**src/rtl/prime_gen_pkg.sv**
```systemverilog
// Shared types and constants for the prime pair generator slice.
package prime_gen_pkg;

  localparam int unsigned PG_WIDTH = 8;

  // Galois LFSR feedback mask
  localparam logic [PG_WIDTH-1:0] PG_TAPS = 8'hB8;

  // Forces candidates odd and into the upper half of the range
  localparam logic [PG_WIDTH-1:0] PG_CAND_MASK = 8'h81;

  typedef enum logic [1:0] {
    PG_IDLE,
    PG_GEN,
    PG_ISSUE,
    PG_WAIT
  } pg_state_t;

endpackage

```
**src/rtl/prime_lfsr.sv**
```systemverilog
// Galois LFSR candidate source. A zero seed is replaced by 1 so the
// register can never lock up in the all-zero state.
module prime_lfsr
  import prime_gen_pkg::*;
#(
  parameter int unsigned      WIDTH = PG_WIDTH,
  parameter logic [WIDTH-1:0] TAPS  = PG_TAPS
) (
  input  logic             clk,
  input  logic             rst,
  input  logic             load,
  input  logic [WIDTH-1:0] seed,
  input  logic             step,
  output logic [WIDTH-1:0] value
);

  logic [WIDTH-1:0] value_next;

  // One Galois step: shift right, fold the taps in when a 1 falls out
  always_comb begin
    value_next = (value >> 1) ^ (value[0] ? TAPS : '0);
  end

  // Seed load has priority over stepping
  always_ff @(posedge clk or posedge rst) begin
    if (rst) begin
      value <= WIDTH'(1);
    end else if (load) begin
      value <= (seed == '0) ? WIDTH'(1) : seed;
    end else if (step) begin
      value <= value_next;
    end
  end

endmodule

```
**src/rtl/prime_pair_gen.sv**
```systemverilog
// Candidate generator feeding the primality checker; returns two distinct
// primes p and q, or pulses fail once MAX_TRIES candidates were rejected.
// Optional macro PRIME_PAIR_GEN_ASSUME_EN: also accept the checker's
// probable-prime flag (chk_assume_prime) as a prime verdict.
// The attached checker is expected to take its rst_n from ~rst.
module prime_pair_gen
  import prime_gen_pkg::*;
#(
  parameter int unsigned      WIDTH     = PG_WIDTH,
  parameter int unsigned      MAX_TRIES = 64,
  parameter logic [WIDTH-1:0] TAPS      = PG_TAPS
) (
  input  logic             clk,
  input  logic             rst,
  input  logic             start,
  input  logic             seed_load,
  input  logic [WIDTH-1:0] seed,
  output logic             chk_start,
  output logic [WIDTH-1:0] chk_num,
  input  logic             chk_finish,
  input  logic             chk_is_prime,
  input  logic             chk_assume_prime,
  output logic [WIDTH-1:0] p,
  output logic [WIDTH-1:0] q,
  output logic             busy,
  output logic             done,
  output logic             fail
);

  localparam int unsigned TW = $clog2(MAX_TRIES + 1);

  pg_state_t        state, state_next;
  logic [TW-1:0]    tries;
  logic             have_p;
  logic [WIDTH-1:0] lfsr_val;
  logic [WIDTH-1:0] lfsr_next;
  logic [WIDTH-1:0] cand;
  logic             verdict;
  logic             accept;
  logic             at_limit;

  prime_lfsr #(
    .WIDTH (WIDTH),
    .TAPS  (TAPS)
  ) u_lfsr (
    .clk   (clk),
    .rst   (rst),
    .load  (seed_load && (state == PG_IDLE)),
    .seed  (seed),
    .step  (state == PG_GEN),
    .value (lfsr_val)
  );

`ifdef PRIME_PAIR_GEN_ASSUME_EN
  // Probable primes from the checker's early exit count as primes
  always_comb begin
    verdict = chk_is_prime | chk_assume_prime;
  end
`else
  logic unused_assume;

  // Only a definite prime verdict is trusted
  always_comb begin
    verdict       = chk_is_prime;
    unused_assume = chk_assume_prime;
  end
`endif

  // Candidate preview, acceptance and try-limit decode
  always_comb begin
    lfsr_next = (lfsr_val >> 1) ^ (lfsr_val[0] ? TAPS : '0);
    accept    = verdict && (!have_p || (cand != p));
    at_limit  = (tries == TW'(MAX_TRIES));
  end

  // State register
  always_ff @(posedge clk or posedge rst) begin
    if (rst) begin
      state <= PG_IDLE;
    end else begin
      state <= state_next;
    end
  end

  // Next-state logic
  always_comb begin
    state_next = state;
    unique case (state)
      PG_IDLE:  if (start) state_next = PG_GEN;
      PG_GEN:   state_next = PG_ISSUE;
      PG_ISSUE: state_next = PG_WAIT;
      PG_WAIT: begin
        if (chk_finish) begin
          if (accept) begin
            state_next = have_p ? PG_IDLE : PG_GEN;
          end else begin
            state_next = at_limit ? PG_IDLE : PG_GEN;
          end
        end
      end
      default:  state_next = PG_IDLE;
    endcase
  end

  // Moore outputs; chk_start follows the async-reset state directly
  always_comb begin
    chk_start = (state == PG_ISSUE);
    busy      = (state != PG_IDLE);
    chk_num   = cand;
  end

  // Try counter, candidate and result registers, done/fail pulses
  always_ff @(posedge clk or posedge rst) begin
    if (rst) begin
      tries  <= '0;
      have_p <= 1'b0;
      cand   <= '0;
      p      <= '0;
      q      <= '0;
      done   <= 1'b0;
      fail   <= 1'b0;
    end else begin
      done <= 1'b0;
      fail <= 1'b0;
      unique case (state)
        PG_IDLE: begin
          if (start) begin
            tries  <= '0;
            have_p <= 1'b0;
          end
        end
        PG_GEN: cand <= lfsr_next | WIDTH'(PG_CAND_MASK);
        PG_ISSUE: begin
          if (!at_limit) tries <= tries + 1'b1;
        end
        PG_WAIT: begin
          if (chk_finish) begin
            if (accept) begin
              if (!have_p) begin
                p      <= cand;
                have_p <= 1'b1;
              end else begin
                q    <= cand;
                done <= 1'b1;
              end
            end else if (at_limit) begin
              fail <= 1'b1;
            end
          end
        end
        default: ;
      endcase
    end
  end

endmodule

```
**config.mk**
```make
export PLATFORM = sky130hd
export DESIGN_NAME = prime_pair_gen
export DESIGN_NICKNAME = d
export VERILOG_FILES = /design/src/rtl/prime_gen_pkg.sv /design/src/rtl/prime_lfsr.sv /design/src/rtl/prime_pair_gen.sv
export SDC_FILE = /design/constraint.sdc
export NUM_CORES = 1
export LEC_CHECK = 0
export ABC_CLOCK_PERIOD_IN_PS = 1600
export CAP_MARGIN = 20
export CORE_MARGIN = 2
export CORE_UTILIZATION = 46
export CTS_CLUSTER_DIAMETER = 30
export DETAILED_ROUTE_END_ITERATION = 7
export PLACE_DENSITY = 0.76
export RECOVER_POWER = 50
export SYNTH_ARGS = -nofsm -noshare
export SYNTH_HDL_FRONTEND = slang
export SYNTH_SLANG_ARGS = --single-unit
```
**constraint.sdc**
```tcl
create_clock -name clk -period 1.6 [get_ports clk]
set_clock_uncertainty 0.05 [all_clocks]
set_input_delay 0.32 -clock clk [delete_from_list [all_inputs] [get_ports clk]]
set_output_delay 0.32 -clock clk [all_outputs]
set_load 0.02 [all_outputs]
```
==> reports/results.tsv, run 1 <==
metric	value	unit
outcome	complete, but fails checks	
violations	negative setup slack	
setup_slack	-0.09599	ns
drv_cap	0	
pwr-share-seq	31.7	%
cts_tree	yes	
core.rowCount	24	
drtIter0Drc	90	
diodes	0	
fin_util	68.76	%
holdPathEnd	q[6]$_DFFE_PP0P_	
netlist_top_cells_area	dfrtp_1 48%, mux2_4 5.8%, mux2_2 5.4%	
io_buffers	41	
whs_path_depth	1	
period_minus_slack	1.696	ns
ant_nets	0	
dieArea	5046	um2
clockRootBuffer	clkbuf_8	
ir_drop	0.8660	mV
grt_pass1_vias	1626	
gp_congestion	0.7827	
crit_path_end_kind	register	
regToRegSetupSlack	-0.1	ns
path_clk_slew	0.08	ns
dr.pass1.iters	4	
clkPwrFrac	12.1	%
synth.most_common_cell	dfrtp_1	
yosys.area.top_type	dfrtp_1	
pre_cts_ws	-0.2378	ns
synth-main-ff-cell	dfrtp_1	
async_reset_ff_share	100.0	%
viasPerCell	4.997	
hold_viol_final	0	
grt-ovfl-total	0	
ys_ff_latch	41	
final_nets	281	
required	1.72	ns
synthCells	177	
cts_made_buffers	5	
clock-sinks	41	
period_share	106.0	%
initial_core_util	47.47	%
core_area	4354	um2
switching_share	40.09	%
max-slew-margin-rel	33.40	%
synth_edf_count	0	
crit_path_max_incr_delay	0.43	ns
crit_path_cell_trace	xor2_2 -> nor4_4 -> a21oi_4 -> buf_12 -> mux2_4	
grt_max_degree	42	
synth_warnings	0	
slew_violations	0	
drive_above_1_share	36.92	%
synth_top_cell_area_share	48.43	%
insertion_delay	0.28	ns
chipWidth	71.04	um
syn_area	2067	um2
fmax	0.5896	GHz
ff2ff_path_depth	5	
power_density	1937	nW/um2
seq_area_frac_synth	49.70	%
antenna_found_initial	0	
crit_arrival	1.82	ns
internal_power	3.474	mW
total_power	5.799	mW
hold_start	q[6]$_DFFE_PP0P_	
crit_type	register to register	
worst_pin_slew	0.9991	ns
synth.distinct_cells	36	
track_usage	18.53	%
cts-hold-fix-buffers	0	
io_pins	43	
pwr-share-comb	56.1	%
rsz0062_at_grt	true	
vias	1559	
rr_startpoint	chk_num[4]$_DFFE_PP0P_	
drc	0	
tns	-0.6977	ns
timing.rr.end	q[1]$_DFFE_PP0P_	
wl	4271	um
p_switching	2.325	mW
synth_common_cells	40 x dfrtp_1, 17 x nand2_1, 11 x o21ai_0	
hp-class	register to register	
avgSynthCellArea	11.68	um2
grt_pass1_wl	7396	um
cts_max_path_buffers	2	
fp.dieH	71.04	um
crit_fanout	8	
setup_viol	11	
cellLeakagePower	1.353	nW
crit_path_start	chk_num[4]$_DFFE_PP0P_	
syn2layout_area_growth	44.85	%
cp_slowest_cell	dfrtp_2	
synthesis.nets	199	
critical_path.startpoint_type	register	
htree_levels	2	
wl_per_cell	13.69	um
place_hpwl	3214	um
[cell usage in the layout, fill, tap and decap left out, types with 4 or more instances in the layout]
cell / Yosys / routed
mux2_4: 8 / 8
inv_1: 8 / 6
nand2_1: 17 / 17
mux2i_1: 9 / 8
ha_1: 7 / 5
clkbuf_8: 0 / 6
dfrtp_1: 40 / 37
xnor2_1: 7 / 7
clkdlybuf4s50_1: 0 / 12
buf_4: 3 / 39
o21ai_0: 11 / 11
xor2_1: 7 / 4
dlygate4sd2_1: 0 / 24
mux2_2: 10 / 10
nor2_1: 6 / 6
[per-stage QoR]
step,std cells,hold slack [ns],area (um2)
finish,312,0.4631,2994
global placement,300,0.4479,2860
CTS,310,0.3417,2975
detailed placement,300,0.4477,2860
floorplan,177,0.3561,2103
global route,312,0.4874,2994
[registers in the layout (all words and copies together) (netlist names)]
| name | flops |
|---|---|
| done | 1 |
| tries | 7 |
| have_p | 1 |
| u_lfsr.value | 8 |
| p | 7 |
| q | 7 |
| state | 2 |
| fail | 1 |
| chk_num | 7 |
[cell type report]
type                    count  area (um2)
inverters                   8       30.03
flip-flops and latches     41        1031
multi-input cells         119        1080
clock buffers               6       82.58
repair buffers             84       691.9
clock inverters             2       13.76
well taps                  52       65.06
fillers                   324        1360
[kinds of logic after synthesis]
kind of cell               after synthesis  synth area share, %
and+or+nand+nor                         41                11.32
DFF                                     41                49.70
AOI/OAI and AO/OA                       30                9.564
muxes                                   27                15.62
buffers and inverters                   17                3.632
xor gates and xnor gates                14                5.932
adders and majority gates                7                4.237
[power groups by stage]
stage / logic, mW / clock network [mW] / registers [mW]
floorplan: 1.61 / 0 / 2.13
global placement: 3.28 / 0 / 1.81
detailed placement: 3.38 / 0 / 1.85
CTS: 3.23 / 0.728 / 1.85
global route: 3.55 / 0.762 / 1.90
finish: 3.25 / 0.704 / 1.84
[critical path: cells and delay by family (launching register included)]
family          cells  cell delay (ns)
compound gates      1             0.10
xor+xnor            1             0.19
mux                 1             0.29
simple gates        1             0.37
buf+inv             1             0.16
flops               1             0.43
[what timing repair did]
action	in CTS	in global routing
endpoints found under the setup margin	39	19
resized for setup	36	13
setup buffers	3	3
pin swaps	7	12
[how the worst max path moves through the flow]
stage	endpoint	slack, ns	cells past startpoint
after detailed placement	q[4]$_DFFE_PP0P_	-0.24	5
final	q[1]$_DFFE_PP0P_	-0.1	5
after global routing	q[6]$_DFFE_PP0P_	-0.18	5
after floorplan	q[1]$_DFFE_PP0P_	-0.06	4
after global placement	q[5]$_DFFE_PP0P_	-0.20	5
after CTS	q[1]$_DFFE_PP0P_	-0.11	5
[per-layer routing]
metal | global-route usage (%) | wire, um | up-vias
met3 | 2.991 | 124 | 2
met1 | 24.58 | 1934 | 755
met4 | 5.031 | 35 | 0
li1 | - | - | 773
met5 | 0 | 0 | -
met2 | 31.67 | 2176 | 29
Power figures use the tool's default switching activity.
==> inputs of run 2 (changes only) <==
ABC_AREA = 0   (was unset)
SLEW_MARGIN = 15   (was unset)
==> results of run 2 <==
Final layout, timing and power as in run 1 (identical DEF).
